--- config.mk ---
export PLATFORM = sky130hd
export DESIGN_NAME = clmul_iter
export DESIGN_NICKNAME = d
export VERILOG_FILES = /design/src/rtl/clmul_pkg.sv /design/src/rtl/clmul_step.sv /design/src/rtl/clmul_iter.sv
export SDC_FILE = /design/constraint.sdc
export NUM_CORES = 1
export LEC_CHECK = 0
export BUFFER_PORTS_ARGS = -buffer_cell sky130_fd_sc_hd__buf_2
export CAP_MARGIN = 20
export CELL_PAD_IN_SITES_DETAIL_PLACEMENT = 1
export CELL_PAD_IN_SITES_GLOBAL_PLACEMENT = 2
export CORE_MARGIN = 2
export CORE_UTILIZATION = 40
export CTS_BUF_LIST = sky130_fd_sc_hd__clkbuf_4
export DETAILED_ROUTE_END_ITERATION = 8
export MAX_ROUTING_LAYER = met4
export PLACE_DENSITY_LB_ADDON = 0.1
export SLEW_MARGIN = 20
export SYNTH_ARGS = -nofsm -noshare
export SYNTH_HDL_FRONTEND = slang
export SYNTH_SLANG_ARGS = --single-unit
--- constraint.sdc ---
create_clock -name clk -period 4 [get_ports clk]
set_clock_uncertainty 0.15 [all_clocks]
set_input_delay 0.4 -clock clk [delete_from_list [all_inputs] [get_ports clk]]
set_output_delay 0.4 -clock clk [all_outputs]
set_load 0.02 [all_outputs]
--- src/rtl/clmul_pkg.sv ---
// Shared types and the result-word selector for the iterative carry-less multiplier.
// Latency: none (package only).
// Backpressure: not applicable.
package clmul_pkg;

    localparam int CLMUL_XLEN = 32;

    typedef enum logic [1:0] {
        CLMUL  = 2'b00,
        CLMULH = 2'b01,
        CLMULR = 2'b10
    } clmul_op_e;

    typedef enum logic [1:0] {
        IDLE,
        BUSY,
        DONE
    } clmul_state_e;

    // Encoding 2'b11 falls through to the low word, same as clmul.
    function automatic logic [CLMUL_XLEN-1:0] clmul_select(
        input logic [1:0]              op,
        input logic [2*CLMUL_XLEN-1:0] acc
    );
        case (clmul_op_e'(op))
            CLMULH:  return acc[2*CLMUL_XLEN-1:CLMUL_XLEN];
            CLMULR:  return acc[2*CLMUL_XLEN-2:CLMUL_XLEN-1];
            default: return acc[CLMUL_XLEN-1:0];
        endcase
    endfunction

endpackage

--- src/rtl/clmul_step.sv ---
// One iteration of the shift-and-xor carry-less product over BITS_PER_CYCLE multiplier bits.
// Latency: purely combinational.
// Backpressure: none; the caller decides when to register the result.
module clmul_step
    import clmul_pkg::*;
#(
    parameter int BITS_PER_CYCLE = 1
) (
    input  logic [2*CLMUL_XLEN-1:0]  acc_i,
    input  logic [2*CLMUL_XLEN-1:0]  a_sh_i,
    input  logic [BITS_PER_CYCLE-1:0] b_i,
    output logic [2*CLMUL_XLEN-1:0]  acc_o
);

    always_comb begin
        acc_o = acc_i;
        for (int k = 0; k < BITS_PER_CYCLE; k++) begin
            if (b_i[k]) begin
                acc_o = acc_o ^ (a_sh_i << k);
            end
        end
    end

endmodule

--- src/rtl/clmul_iter.sv ---
// Iterative Zbc carry-less multiply (clmul/clmulh/clmulr); CLMUL_ITER_EARLY_EXIT_EN stops once multiplier bits run out.
// Latency: 32/BITS_PER_CYCLE cycles from accept to valid_o (fewer with early exit, min 1).
// Backpressure: result held in DONE until ready_i; ready_o low from accept until handshake; kill_i aborts.
module clmul_iter
    import clmul_pkg::*;
#(
    parameter int BITS_PER_CYCLE = 1
) (
    input  logic                  clk,
    input  logic                  rst_n,
    input  logic                  valid_i,
    output logic                  ready_o,
    input  logic [CLMUL_XLEN-1:0] op_a_i,
    input  logic [CLMUL_XLEN-1:0] op_b_i,
    input  logic [1:0]            operator_i,
    input  logic                  kill_i,
    output logic                  valid_o,
    input  logic                  ready_i,
    output logic [CLMUL_XLEN-1:0] result_o
);

    localparam int         STEPS    = CLMUL_XLEN / BITS_PER_CYCLE;
    localparam logic [4:0] CNT_LAST = 5'(STEPS - 1);

    generate
        if (BITS_PER_CYCLE < 1 || BITS_PER_CYCLE > 8 || (CLMUL_XLEN % BITS_PER_CYCLE) != 0) begin : g_bad_bpc
            $error("clmul_iter: BITS_PER_CYCLE must divide 32 and be at most 8");
        end
    endgenerate

    clmul_state_e            state_q, state_d;
    logic [2*CLMUL_XLEN-1:0] a_sh_q, a_sh_d;
    logic [2*CLMUL_XLEN-1:0] acc_q, acc_d;
    logic [CLMUL_XLEN-1:0]   b_sh_q, b_sh_d;
    logic [1:0]              op_q, op_d;
    logic [4:0]              cnt_q, cnt_d;
    logic [CLMUL_XLEN-1:0]   result_q, result_d;

    logic [2*CLMUL_XLEN-1:0] acc_step;
    logic [CLMUL_XLEN-1:0]   b_sh_nxt;
    logic                    last_step;

    clmul_step #(
        .BITS_PER_CYCLE(BITS_PER_CYCLE)
    ) u_step (
        .acc_i  (acc_q),
        .a_sh_i (a_sh_q),
        .b_i    (b_sh_q[BITS_PER_CYCLE-1:0]),
        .acc_o  (acc_step)
    );

    assign b_sh_nxt = b_sh_q >> BITS_PER_CYCLE;

`ifdef CLMUL_ITER_EARLY_EXIT_EN
    assign last_step = (cnt_q == CNT_LAST) || (b_sh_nxt == '0);
`else
    assign last_step = (cnt_q == CNT_LAST);
`endif

    always_ff @(posedge clk or negedge rst_n) begin
        if (!rst_n) begin
            state_q <= IDLE;
        end else begin
            state_q <= state_d;
        end
    end

    always_ff @(posedge clk or negedge rst_n) begin
        if (!rst_n) begin
            a_sh_q   <= '0;
            acc_q    <= '0;
            b_sh_q   <= '0;
            op_q     <= '0;
            cnt_q    <= '0;
            result_q <= '0;
        end else begin
            a_sh_q   <= a_sh_d;
            acc_q    <= acc_d;
            b_sh_q   <= b_sh_d;
            op_q     <= op_d;
            cnt_q    <= cnt_d;
            result_q <= result_d;
        end
    end

    // A flush wins over everything and leaves the datapath untouched.
    always_comb begin
        state_d  = state_q;
        a_sh_d   = a_sh_q;
        acc_d    = acc_q;
        b_sh_d   = b_sh_q;
        op_d     = op_q;
        cnt_d    = cnt_q;
        result_d = result_q;
        if (kill_i) begin
            state_d = IDLE;
        end else begin
            case (state_q)
                IDLE: begin
                    if (valid_i) begin
                        a_sh_d  = {{CLMUL_XLEN{1'b0}}, op_a_i};
                        b_sh_d  = op_b_i;
                        op_d    = operator_i;
                        acc_d   = '0;
                        cnt_d   = '0;
                        state_d = BUSY;
                    end
                end
                BUSY: begin
                    acc_d  = acc_step;
                    a_sh_d = a_sh_q << BITS_PER_CYCLE;
                    b_sh_d = b_sh_nxt;
                    cnt_d  = cnt_q + 5'd1;
                    if (last_step) begin
                        result_d = clmul_select(op_q, acc_step);
                        state_d  = DONE;
                    end
                end
                DONE: begin
                    if (ready_i) begin
                        state_d = IDLE;
                    end
                end
                default: state_d = IDLE;
            endcase
        end
    end

    always_comb begin
        ready_o = (state_q == IDLE);
        valid_o = (state_q == DONE);
    end

    assign result_o = result_q;

endmodule

==> impl_metrics.xml, run 1 <==
<?xml version="1.0" encoding="UTF-8"?>
<metrics>
  <group name="outcome">
    <metric name="run_status" unit="">complete, no violations</metric>
  </group>
  <group name="global_route">
    <metric name="overflow_left_after_global_routing" unit="">0</metric>
    <metric name="grt_first_pass_wirelength" unit="um">42900</metric>
    <metric name="grt_start_max_net_pins" unit="">122</metric>
    <metric name="grt_use_total" unit="">0.222</metric>
    <metric name="grt_pass1_vias" unit="">8076</metric>
    <metric name="grt_antenna_before_repair" unit="">1</metric>
  </group>
  <group name="pwr">
    <metric name="power_per_cell_area" unit="nW/um2">456</metric>
    <metric name="p_leak" unit="nW">5.45</metric>
    <metric name="ir_drop" unit="uV">200</metric>
  </group>
  <group name="detailed_routing">
    <metric name="drc_errors" unit="">0</metric>
    <metric name="drtPass1Iterations" unit="">6</metric>
    <metric name="route.antenna.remaining_nets" unit="">0</metric>
    <metric name="vias_per_cell" unit="">5.40</metric>
    <metric name="wirelength_routed" unit="um">25800</metric>
    <metric name="drt_iter0_markers" unit="">493</metric>
    <metric name="wl_per_cell" unit="um">18.3</metric>
    <metric name="vias" unit="">7636</metric>
  </group>
  <group name="critical_path">
    <metric name="critPathKind" unit="">flip-flop to flip-flop</metric>
    <metric name="critical-path-slowest-cell" unit="">sky130_fd_sc_hd__dfrtp_2</metric>
    <metric name="cp.required" unit="ps">4380</metric>
    <metric name="crit_chain" unit="">buf_4 -&gt; nand2_1 -&gt; xor2_1 -&gt; a21oi_1 -&gt; a22o_1</metric>
    <metric name="critical-path-max-stage-delay" unit="ps">940</metric>
    <metric name="worst-path-buf-inv" unit="">1</metric>
    <metric name="endpoint_kind" unit="">flip-flop</metric>
    <metric name="critical-path-top-delay-family" unit="">flip-flops</metric>
    <metric name="critPathArrivalTime" unit="ps">2910</metric>
    <metric name="worst_setup_path_start_kind" unit="">flip-flop</metric>
    <metric name="highest_fanout_seen_on_the_critical_path" unit="">49</metric>
  </group>
  <group name="logic_synthesis">
    <metric name="async_reset_ff_frac" unit="">1.00</metric>
    <metric name="synthesis.nets" unit="">966</metric>
    <metric name="synth_cells" unit="">891</metric>
    <metric name="synth-edff-count" unit="">0</metric>
    <metric name="synth_seq_area_share" unit="">0.537</metric>
    <metric name="avg_inst_size_synth" unit="um2">10.5</metric>
    <metric name="ys_dominant_reg_cell" unit="">sky130_fd_sc_hd__dfrtp_1</metric>
    <metric name="yosysWarnings" unit="">0</metric>
    <metric name="ys_seq_elements" unit="">201</metric>
    <metric name="synth_area" unit="um2">9360</metric>
    <metric name="netlist-cell-type-count" unit="">28</metric>
  </group>
  <group name="floorplan">
    <metric name="fp.dieArea" unit="um2">24600</metric>
    <metric name="dieHeight" unit="um">157</metric>
    <metric name="ioPinCount" unit="">105</metric>
    <metric name="initial_utilization" unit="">0.411</metric>
    <metric name="rows" unit="">55</metric>
    <metric name="floorplan.core_area" unit="um2">22800</metric>
    <metric name="chipWidth" unit="um">157</metric>
  </group>
  <group name="sta">
    <metric name="setup_violations" unit="">0</metric>
    <metric name="timing.hold.ws" unit="ps">58.5</metric>
    <metric name="rsz_0062_raised_after_global_routing" unit="">false</metric>
    <metric name="totalNegativeSetupSlack" unit="ps">0</metric>
    <metric name="post-route-worst-setup-slack" unit="ps">1480</metric>
    <metric name="actual_transition_at_the_worst_max_transition_pin" unit="ps">1080</metric>
    <metric name="max_slew_margin" unit="">0.279</metric>
    <metric name="final-max-slew-violation-count" unit="">0</metric>
    <metric name="post_layout_minimum_cycle_time" unit="ps">2520</metric>
    <metric name="finalHoldViolations" unit="">0</metric>
    <metric name="max_clock_freq" unit="GHz">0.396</metric>
    <metric name="post_route_clock_period_utilization" unit="">0.631</metric>
  </group>
  <group name="placed_design">
    <metric name="place_hpwl" unit="um">15600</metric>
    <metric name="placed_insts" unit="">1244</metric>
    <metric name="dpl_worst_slack" unit="ps">1410</metric>
    <metric name="port-buffer-count" unit="">104</metric>
    <metric name="finalWeightedCongestion" unit="">0.846</metric>
  </group>
  <group name="cts">
    <metric name="clk_latency" unit="ps">650</metric>
    <metric name="numCtsBuffers" unit="">55</metric>
    <metric name="ctsRootBufferMaster" unit="">sky130_fd_sc_hd__clkbuf_4</metric>
    <metric name="ctsHtreeMaxLevel" unit="">2</metric>
    <metric name="tritoncts_clock_tree" unit="">done</metric>
    <metric name="post_cts_resize_count" unit="">0</metric>
    <metric name="tritoncts_num_sinks" unit="">201</metric>
    <metric name="clkSlewWorstSetupHoldPaths" unit="ps">70</metric>
    <metric name="cts-root-to-sink-buffers" unit="">3</metric>
  </group>
  <group name="hold_path">
    <metric name="hold_path.class" unit="">input pin to flip-flop</metric>
  </group>
  <group name="final_layout">
    <metric name="post_route_insts_no_fill" unit="">1413</metric>
    <metric name="fillerInstances" unit="">2494</metric>
    <metric name="flow.area_growth_from_synthesis" unit="%">22.6</metric>
    <metric name="layout-drive-gt1-share" unit="">0.187</metric>
    <metric name="nNetsFinal" unit="">1132</metric>
  </group>
  <group name="run">
    <metric name="drv_cap" unit="">0</metric>
  </group>
</metrics>
## registers in the layout, indices dropped and copies added (netlist names)
signal	cells
cnt_q	5
acc_q	64
b_sh_q	32
result_o	32
op_q	2
state_q	2
a_sh_q	64
## area by class of cell
cell class	instances	area, um2	area share
Tap cell	313	392	0.0341
Sequential cell	201	5030	0.438
Clock buffer	80	601	0.0523
Inverter	28	105	0.00916
Antenna cell	1	2.50	0.000218
Clock inverter	19	72.6	0.00632
Timing Repair Buffer	185	1350	0.118
Multi-Input combinational cell	586	3920	0.342
## per-layer routing
metal / GRT usage / share of wire / vias up / wire length [um]
met2: 0.334 / 0.45 / 162 / 11700
li1: - / - / 3600 / -
met4: 0.0542 / 0.016 / 0 / 407
met5: - / 0 / - / 0
met3: 0.0363 / 0.043 / 45 / 1100
met1: 0.315 / 0.49 / 3829 / 12600
## synth_stat cells, types with 2 or more instances
library cell	n	area, um2
sky130_fd_sc_hd__nand3_1	2	10.0
sky130_fd_sc_hd__clkbuf_1	39	146
sky130_fd_sc_hd__buf_2	28	140
sky130_fd_sc_hd__a221o_1	32	320
sky130_fd_sc_hd__nor2_1	5	18.8
sky130_fd_sc_hd__xor2_1	34	298
sky130_fd_sc_hd__ha_1	4	50.1
sky130_fd_sc_hd__nand2_1	136	510
sky130_fd_sc_hd__buf_1	3	11.3
sky130_fd_sc_hd__buf_4	3	22.5
sky130_fd_sc_hd__buf_6	3	33.8
sky130_fd_sc_hd__a21oi_1	64	320
sky130_fd_sc_hd__xnor2_1	33	289
sky130_fd_sc_hd__inv_1	28	105
sky130_fd_sc_hd__mux2i_1	36	360
sky130_fd_sc_hd__a22o_1	69	604
sky130_fd_sc_hd__nor2b_1	2	12.5
sky130_fd_sc_hd__dfrtp_1	201	5030
sky130_fd_sc_hd__and3_1	2	12.5
sky130_fd_sc_hd__a222oi_1	26	260
sky130_fd_sc_hd__o31ai_1	32	240
sky130_fd_sc_hd__o21ai_0	103	515
## tightest hold or removal path, cell delays in order
cell and delay, ps:
sky130_fd_sc_hd__buf_2 160, sky130_fd_sc_hd__nor4b_4 70, sky130_fd_sc_hd__a22o_1 170
## logic make-up after synthesis
logic type | share of synthesized area
buffers and inverters | 0.0490
multiplexers | 0.0385
XOR/XNOR | 0.0627
AO/OA/AOI/OAI | 0.242
flip-flops | 0.537
adder cells (fa/ha/maj) | 0.00535
AND/OR/NAND/NOR | 0.0649
## per-stage QoR
step | cell area (um2) | utilization | total power, W
after floorplan | 9360 | - | 0.00306
after global placement | 10100 | 0.442 | 0.00338
after detailed placement | 10100 | 0.443 | 0.00343
after CTS | 11400 | 0.502 | 0.00531
after global routing | 11500 | 0.504 | 0.00558
final | 11500 | 0.504 | 0.00523
## worst paths after layout
kind	from	end	slack, ps	cells after the start
min in group asynchronous	rst_n	b_sh_q[24]	150	2
max	b_sh_q[0]	result_o[26]	1480	5
min reg2reg	b_sh_q[2]	b_sh_q[2]	330	2
max reg2reg	b_sh_q[0]	result_o[26]	1480	5
max in group asynchronous	rst_n	acc_q[47]	2460	4
min	kill_i	b_sh_q[31]	60	3
## layout by cell type (no fill, tap or decap), drive strengths merged, types with 2 or more instances in the layout
cell type,count
dfrtp,201
nand2,137
buf,116
o21ai,103
clkbuf,81
a22o,69
dlygate4sd3,68
a21oi,64
mux2i,36
xor2,34
xnor2,33
o31ai,32
a221o,32
inv,28
a222oi,26
clkinv,19
nor2,5
ha,4
and3,2
nand3,2
nor2b,2
## what timing repair did
item | CTS | global route
buffers inserted | 0 | 0
hold buffers | 68 | 0
hold endpoints to repair | 185 | 0
## report_power, final
part	switching, W	leakage, nW	total, W	internal (W)
clock network	0.000869	0.400	0.00178	0.000914
logic	0.000615	2.36	0.00102	0.000401
registers	0.000191	2.70	0.00243	0.00224
total	0.00167	5.45	0.00523	0.00355
No activity file was read; power rests on OpenSTA's default activity.
==> run 2: changes to the inputs <==
ABC_AREA = 1   (was default)
CORE_UTILIZATION = 32   (was 40)
clock period = 2.05 ns   (was 4 ns; I/O delays follow)
==> run 2 against run 1 <==
  * Die area rose by 30%
  * Highest routed layer unchanged
  * Via count increased by 20%
  * Largest power group unchanged
  * Non-clock buffer count grew 25
  * Utilization shrank 9.6 points
  * Critical path type unchanged
  * Global-route usage is 2.7 points lower
  * Setup slack worse by 1300 ps
==> impl_metrics.xml, run 2 <==
<?xml version="1.0" encoding="UTF-8"?>
<metrics>
  <group name="floorplan">
    <metric name="initial_utilization" unit="">0.323</metric>
    <metric name="floorplan.core_area" unit="um2">30400</metric>
    <metric name="ioPinCount" unit="">105</metric>
    <metric name="fp.dieArea" unit="um2">32100</metric>
    <metric name="dieHeight" unit="um">179</metric>
    <metric name="rows" unit="">64</metric>
    <metric name="chipWidth" unit="um">179</metric>
  </group>
  <group name="critical_path">
    <metric name="worst_setup_path_start_kind" unit="">flip-flop</metric>
    <metric name="regToRegSetupSlack" unit="ps">150</metric>
    <metric name="endpoint_kind" unit="">flip-flop</metric>
    <metric name="cp.required" unit="ps">2490</metric>
    <metric name="highest_fanout_seen_on_the_critical_path" unit="">16</metric>
    <metric name="critPathKind" unit="">flip-flop to flip-flop</metric>
    <metric name="critPathArrivalTime" unit="ps">2340</metric>
  </group>
  <group name="detailed_routing">
    <metric name="drt_iter0_markers" unit="">340</metric>
    <metric name="drtPass1Iterations" unit="">4</metric>
    <metric name="drc_errors" unit="">0</metric>
    <metric name="vias_per_cell" unit="">4.80</metric>
    <metric name="wirelength_routed" unit="um">29600</metric>
    <metric name="wl_per_cell" unit="um">15.4</metric>
    <metric name="vias" unit="">9192</metric>
    <metric name="route.antenna.remaining_nets" unit="">0</metric>
  </group>
  <group name="pwr">
    <metric name="clkPwrFrac" unit="">0.349</metric>
    <metric name="switchingPower" unit="W">0.00351</metric>
    <metric name="p_sw_frac" unit="">0.328</metric>
    <metric name="ir_drop" unit="uV">317</metric>
    <metric name="p_leak" unit="nW">6.04</metric>
    <metric name="internal-power" unit="W">0.00719</metric>
    <metric name="power_frac_comb" unit="">0.211</metric>
    <metric name="p_seq_frac" unit="">0.440</metric>
    <metric name="design_power_total" unit="W">0.0107</metric>
    <metric name="power_per_cell_area" unit="nW/um2">863</metric>
  </group>
  <group name="global_route">
    <metric name="busiest_grt_layer" unit="">met2</metric>
    <metric name="overflow_left_after_global_routing" unit="">0</metric>
    <metric name="grt.met2_usage" unit="">0.295</metric>
    <metric name="grt_pass1_vias" unit="">9561</metric>
    <metric name="grt_start_max_net_pins" unit="">90</metric>
    <metric name="gr-usage-met3" unit="">0.0303</metric>
    <metric name="grt_antenna_before_repair" unit="">1</metric>
    <metric name="grt_use_total" unit="">0.195</metric>
    <metric name="groute.layer.met1.usage" unit="">0.274</metric>
    <metric name="grt_first_pass_wirelength" unit="um">48700</metric>
  </group>
  <group name="cts">
    <metric name="cts_post_setup_buffers_inserted" unit="">0</metric>
    <metric name="ctsHtreeMaxLevel" unit="">2</metric>
    <metric name="clkSlewWorstSetupHoldPaths" unit="ps">70</metric>
    <metric name="ctsRootBufferMaster" unit="">sky130_fd_sc_hd__clkbuf_4</metric>
    <metric name="tritoncts_clock_tree" unit="">done</metric>
    <metric name="cts-root-to-sink-buffers" unit="">3</metric>
    <metric name="clk_latency" unit="ps">680</metric>
    <metric name="tritoncts_num_sinks" unit="">201</metric>
    <metric name="numCtsBuffers" unit="">58</metric>
  </group>
  <group name="logic_synthesis">
    <metric name="synthDominantAreaCellType" unit="">sky130_fd_sc_hd__dfrtp_1</metric>
    <metric name="ys_dominant_reg_cell" unit="">sky130_fd_sc_hd__dfrtp_1</metric>
    <metric name="avg_inst_size_synth" unit="um2">7.65</metric>
    <metric name="synth_seq_area_share" unit="">0.512</metric>
    <metric name="netlist-cell-type-count" unit="">22</metric>
    <metric name="async_reset_ff_frac" unit="">1.00</metric>
    <metric name="synthesis.nets" unit="">1360</metric>
    <metric name="ys_seq_elements" unit="">201</metric>
    <metric name="synth.area.top_cells" unit="">sky130_fd_sc_hd__dfrtp_1 51%, sky130_fd_sc_hd__nand2_1 20%, sky130_fd_sc_hd__nand3_1 6.4%</metric>
    <metric name="synth_area" unit="um2">9830</metric>
    <metric name="synth_cells" unit="">1285</metric>
    <metric name="synthDominantCellAreaShare" unit="">0.512</metric>
    <metric name="synth_most_common_cell" unit="">sky130_fd_sc_hd__nand2_1</metric>
    <metric name="synth-edff-count" unit="">0</metric>
    <metric name="yosysWarnings" unit="">0</metric>
    <metric name="synth_top_cells_by_count" unit="">518 x sky130_fd_sc_hd__nand2_1, 201 x sky130_fd_sc_hd__dfrtp_1, 137 x sky130_fd_sc_hd__inv_1, 125 x sky130_fd_sc_hd__nand3_1, 76 x sky130_fd_sc_hd__o21ai_0</metric>
  </group>
  <group name="final_layout">
    <metric name="fillerInstances" unit="">3789</metric>
    <metric name="post_route_standard_cell_area_excluding_fillers" unit="um2">12400</metric>
    <metric name="layout_commonest_cell" unit="">sky130_fd_sc_hd__nand2_1</metric>
    <metric name="layout-drive-gt1-share" unit="">0.158</metric>
    <metric name="nNetsFinal" unit="">1552</metric>
    <metric name="biggestRegsByFlops" unit="">a_sh_q: 64 flops, acc_q: 64 flops</metric>
    <metric name="flow.area_growth_from_synthesis" unit="%">26.2</metric>
    <metric name="mostFrequentLayoutCells" unit="">518 x sky130_fd_sc_hd__nand2_1, 200 x sky130_fd_sc_hd__dfrtp_1, 136 x sky130_fd_sc_hd__inv_1</metric>
  </group>
  <group name="sta">
    <metric name="setup_violations" unit="">0</metric>
    <metric name="finalHoldViolations" unit="">0</metric>
    <metric name="rsz_0062_raised_after_global_routing" unit="">false</metric>
    <metric name="totalNegativeSetupSlack" unit="ps">0</metric>
    <metric name="final-max-slew-violation-count" unit="">0</metric>
    <metric name="actual_transition_at_the_worst_max_transition_pin" unit="ps">617</metric>
    <metric name="max_slew_margin" unit="">0.588</metric>
    <metric name="post_layout_minimum_cycle_time" unit="ps">1900</metric>
    <metric name="max_clock_freq" unit="GHz">0.526</metric>
    <metric name="post-route-worst-setup-slack" unit="ps">149</metric>
    <metric name="post_route_clock_period_utilization" unit="">0.927</metric>
  </group>
  <group name="outcome">
    <metric name="run_status" unit="">complete, no violations</metric>
  </group>
  <group name="run">
    <metric name="drv_cap" unit="">0</metric>
  </group>
  <group name="placed_design">
    <metric name="place_area" unit="um2">10900</metric>
    <metric name="dpl_worst_slack" unit="ps">228</metric>
    <metric name="place_hpwl" unit="um">19100</metric>
    <metric name="port-buffer-count" unit="">104</metric>
    <metric name="finalWeightedCongestion" unit="">0.736</metric>
  </group>
  <group name="hold_path">
    <metric name="hold_path.class" unit="">input pin to flip-flop</metric>
  </group>
</metrics>
==> run 2: changes by cell type after synthesis, moves of 33 or more <==
cell / delta
sky130_fd_sc_hd__mux2i_1: -35
sky130_fd_sc_hd__o22ai_1: +62
sky130_fd_sc_hd__inv_1: +109
sky130_fd_sc_hd__nand3_1: +123
sky130_fd_sc_hd__nand2_1: +382
sky130_fd_sc_hd__xnor2_1: -33
sky130_fd_sc_hd__a22o_1: -69
sky130_fd_sc_hd__xor2_1: -34
sky130_fd_sc_hd__o211ai_1: +36
==> run 2: kinds of logic (layout without fill, tap and decap cells) <==
| logic type | count (synthesis) | count (layout) | synth area share |
|---|---|---|---|
| adder cells (fa/ha/maj) | 4 | 4 | 0.00509 |
| AND/OR/NAND/NOR | 654 | 654 | 0.269 |
| AO/OA/AOI/OAI | 207 | 207 | 0.122 |
| multiplexers | 1 | 1 | 0.00102 |
| other | 0 | 1 | 0 |
| flip-flops | 201 | 201 | 0.512 |
| buffers and inverters | 218 | 451 | 0.0914 |
==> run 2: per-layer routing <==
metal  wire [um]  vias up
met5           0        -
li1            -     4565
met1       15200     4457
met4         407        0
met2       13000      131
met3         961       39
==> run 2: path summary, 6_finish.rpt <==
check | from | endpoint | cells past startpoint
hold reg to reg | b_sh_q[31] | b_sh_q[31] | 2
max in group asynchronous | rst_n | acc_q[1] | 4
hold / removal | op_a_i[21] | a_sh_q[21] | 4
setup / recovery | state_q[0] | a_sh_q[0] | 7
min in group asynchronous | rst_n | result_o[21] | 4
setup reg to reg | state_q[0] | a_sh_q[0] | 7
==> run 2: repair_timing <==
action / 4_1_cts / 5_1_grt
hold buffers: 75 / 0
endpoints found under the hold margin: 314 / 0
resized for setup: 0 / 1
endpoints found under the setup margin: 0 / 1
==> run 2: power groups by stage <==
stage                     clock [W]  sequential, W  combinational, W
after floorplan                   0        0.00465           0.00141
after global placement            0        0.00476           0.00215
after detailed placement          0        0.00478           0.00217
after CTS                   0.00391        0.00471           0.00229
after global routing        0.00412        0.00477           0.00259
final                       0.00373        0.00471           0.00226
==> run 2: through the flow <==
stage,hold WS (ps),cells,util
after global routing,116,1915,0.408
after CTS,78.1,1913,0.407
after floorplan,-241,1285,-
after global placement,66.7,1737,0.358
after detailed placement,57.7,1737,0.358
final,147,1915,0.408
==> run 2: critical path: stages (launching register included) <==
cell and delay [ps]:
sky130_fd_sc_hd__dfrtp_1 420, sky130_fd_sc_hd__nor2_1 160, sky130_fd_sc_hd__nand3_1 130, sky130_fd_sc_hd__inv_2 140, sky130_fd_sc_hd__buf_12 170, sky130_fd_sc_hd__nand2_1 60, sky130_fd_sc_hd__dlygate4sd3_1 550, sky130_fd_sc_hd__nand2_1 70
==> run 2: area by class of cell <==
type                    instances  area, um2  area share
diodes                          1       2.50    0.000202
clock buffers                  92        691      0.0557
clock inverters                 9       35.0     0.00282
inverters                     140        526      0.0423
multi-input cells             866       3910       0.315
flip-flops and latches        201       5030       0.406
well taps                     396        495      0.0399
repair buffers                210       1720       0.139
==> run 3: changes to the inputs <==
CORE_UTILIZATION = 31   (was 32)
CTS_BUF_LIST = default   (was sky130_fd_sc_hd__clkbuf_4)
==> run 3 against run 2 <==
  * Setup slack improved by 62 ps
  * Global-route usage fell by 0.63 points
  * Largest cell class unchanged
  * Register-to-register slack gained 60 ps
  * Critical path depth up 2
  * Combinational power rose by 3%
  * Clock power up 15%
  * Cell count is 3.0% lower
  * Routed wire length grew 0.59%
  * First-iteration DRC count rose by 18%
  * Power up 5.8%
  * Final area grew 0.62%
  * Sequential power barely moved
==> impl_metrics.xml, run 3 (synthesis results as in run 2) <==
<?xml version="1.0" encoding="UTF-8"?>
<metrics>
  <group name="global_route">
    <metric name="grt_first_pass_wirelength" unit="um">49500</metric>
    <metric name="grt_pass1_vias" unit="">9310</metric>
    <metric name="overflow_left_after_global_routing" unit="">0</metric>
    <metric name="grt_use_total" unit="">0.189</metric>
    <metric name="grt_start_max_net_pins" unit="">68</metric>
    <metric name="grt_antenna_before_repair" unit="">0</metric>
  </group>
  <group name="cts">
    <metric name="ctsRootBufferMaster" unit="">sky130_fd_sc_hd__clkbuf_16</metric>
    <metric name="clkSlewWorstSetupHoldPaths" unit="ps">60</metric>
    <metric name="numCtsBuffers" unit="">25</metric>
    <metric name="ctsHtreeMaxLevel" unit="">1</metric>
    <metric name="tritoncts_num_sinks" unit="">201</metric>
    <metric name="clk_latency" unit="ps">540</metric>
    <metric name="cts-root-to-sink-buffers" unit="">3</metric>
    <metric name="cts_post_setup_buffers_inserted" unit="">0</metric>
    <metric name="post_cts_resize_count" unit="">0</metric>
    <metric name="tritoncts_clock_tree" unit="">done</metric>
  </group>
  <group name="detailed_routing">
    <metric name="drtPass1Iterations" unit="">4</metric>
    <metric name="drt_iter0_markers" unit="">402</metric>
    <metric name="drc_errors" unit="">0</metric>
    <metric name="vias_per_cell" unit="">4.82</metric>
    <metric name="wirelength_routed" unit="um">29700</metric>
    <metric name="vias" unit="">8956</metric>
    <metric name="route.antenna.remaining_nets" unit="">0</metric>
    <metric name="wl_per_cell" unit="um">16.0</metric>
  </group>
  <group name="critical_path">
    <metric name="critPathKind" unit="">flip-flop to flip-flop</metric>
    <metric name="worst_setup_path_startpoint" unit="">cnt_q[0]</metric>
    <metric name="regToRegSetupSlack" unit="ps">210</metric>
    <metric name="highest_fanout_seen_on_the_critical_path" unit="">34</metric>
    <metric name="cp.required" unit="ps">2310</metric>
    <metric name="worst_setup_path_start_kind" unit="">flip-flop</metric>
    <metric name="worstReg2RegStart" unit="">cnt_q[0]</metric>
    <metric name="rr_endpoint" unit="">result_o[25]</metric>
    <metric name="endpoint_kind" unit="">flip-flop</metric>
    <metric name="critPathArrivalTime" unit="ps">2100</metric>
    <metric name="ff2ff_path_depth" unit="">9</metric>
  </group>
  <group name="outcome">
    <metric name="run_status" unit="">complete, no violations</metric>
  </group>
  <group name="floorplan">
    <metric name="fp.dieArea" unit="um2">33200</metric>
    <metric name="chipWidth" unit="um">182</metric>
    <metric name="dieHeight" unit="um">182</metric>
    <metric name="ioPinCount" unit="">105</metric>
    <metric name="initial_utilization" unit="">0.313</metric>
    <metric name="floorplan.core_area" unit="um2">31400</metric>
    <metric name="rows" unit="">65</metric>
  </group>
  <group name="final_layout">
    <metric name="layout_commonest_cell" unit="">sky130_fd_sc_hd__nand2_1</metric>
    <metric name="biggestRegsByFlops" unit="">a_sh_q: 64 flops, acc_q: 64 flops</metric>
    <metric name="layout-drive-gt1-share" unit="">0.126</metric>
    <metric name="nNetsFinal" unit="">1512</metric>
    <metric name="flow.area_growth_from_synthesis" unit="%">27.0</metric>
    <metric name="mostFrequentLayoutCells" unit="">518 x sky130_fd_sc_hd__nand2_1, 200 x sky130_fd_sc_hd__dfrtp_1, 137 x sky130_fd_sc_hd__inv_1</metric>
    <metric name="antenna_cells" unit="">0</metric>
  </group>
  <group name="sta">
    <metric name="totalNegativeSetupSlack" unit="ps">0</metric>
    <metric name="rsz_0062_raised_after_global_routing" unit="">false</metric>
    <metric name="post_route_clock_period_utilization" unit="">0.897</metric>
    <metric name="setup_violations" unit="">0</metric>
    <metric name="max_clock_freq" unit="GHz">0.544</metric>
    <metric name="final-max-slew-violation-count" unit="">0</metric>
    <metric name="post_layout_minimum_cycle_time" unit="ps">1840</metric>
    <metric name="timing.hold.ws" unit="ps">26.0</metric>
    <metric name="finalHoldViolations" unit="">0</metric>
    <metric name="actual_transition_at_the_worst_max_transition_pin" unit="ps">419</metric>
    <metric name="max_slew_margin" unit="">0.720</metric>
  </group>
  <group name="pwr">
    <metric name="power_per_cell_area" unit="nW/um2">907</metric>
    <metric name="ir_drop" unit="uV">565</metric>
    <metric name="p_leak" unit="nW">6.00</metric>
  </group>
  <group name="hold_path">
    <metric name="hold_path.class" unit="">input pin to asynchronous set/reset pin</metric>
  </group>
  <group name="placed_design">
    <metric name="place_hpwl" unit="um">19400</metric>
    <metric name="port-buffer-count" unit="">104</metric>
    <metric name="finalWeightedCongestion" unit="">0.736</metric>
  </group>
  <group name="run">
    <metric name="drv_cap" unit="">0</metric>
  </group>
</metrics>
[run 3: worst max path at each step]
stage	end
final	result_o[25]
after global routing	result_o[25]
after CTS	result_o[25]
after detailed placement	result_o[15]
after global placement	result_o[26]
after floorplan	result_o[12]
[run 3: layer usage]
metal | track usage | part of all wire | wire [um] | vias up
met5 | - | 0 | 0 | -
met1 | 0.271 | 0.52 | 15500 | 4355
li1 | - | - | - | 4447
met2 | 0.288 | 0.43 | 12700 | 120
met4 | 0.0365 | 0.018 | 525 | 0
met3 | 0.0253 | 0.032 | 950 | 34
[run 3: stage by stage]
step	total power (W)	utilization	worst slack [ps]	instance area [um2]	cells
CTS	0.0115	0.398	220	12500	1858
global placement	0.00700	0.351	331	11000	1743
global route	0.0120	0.398	73.3	12500	1858
floorplan	0.00606	-	346	9830	1285
finish	0.0113	0.398	211	12500	1858
detailed placement	0.00704	0.351	256	11000	1743
[run 3: power breakdown]
group,switching [W],total [W],internal [W]
combinational,0.00149,0.00232,0.000830
sequential,0.000332,0.00472,0.00439
clock,0.00179,0.00428,0.00250
total,0.00361,0.0113,0.00771
[run 3: layout make-up]
| class | instances | area, um2 |
|---|---|---|
| fill | 3811 | 18900 |
| sequential | 201 | 5030 |
| multi-input combinational | 866 | 3910 |
| timing repair buffer | 203 | 1730 |
| clock buffer | 38 | 744 |
| inverter | 140 | 526 |
| tap | 402 | 503 |
| clock inverter | 8 | 43.8 |
[run 3: worst max-delay path, stage by stage, from the launching register on]
cell                      delay (ps)
sky130_fd_sc_hd__dfrtp_1         420
sky130_fd_sc_hd__ha_1            220
sky130_fd_sc_hd__nand2_1          80
sky130_fd_sc_hd__nor2_1           40
sky130_fd_sc_hd__ha_1            200
sky130_fd_sc_hd__nand2_2         140
sky130_fd_sc_hd__buf_12          200
sky130_fd_sc_hd__a21oi_1          80
sky130_fd_sc_hd__nand2_1          90
sky130_fd_sc_hd__nand2_1          50
[run 3: repair_timing]
action                                  CTS  global route
hold buffers                             69             0
endpoints found under the setup margin    0             0
hold endpoints to repair                269             0
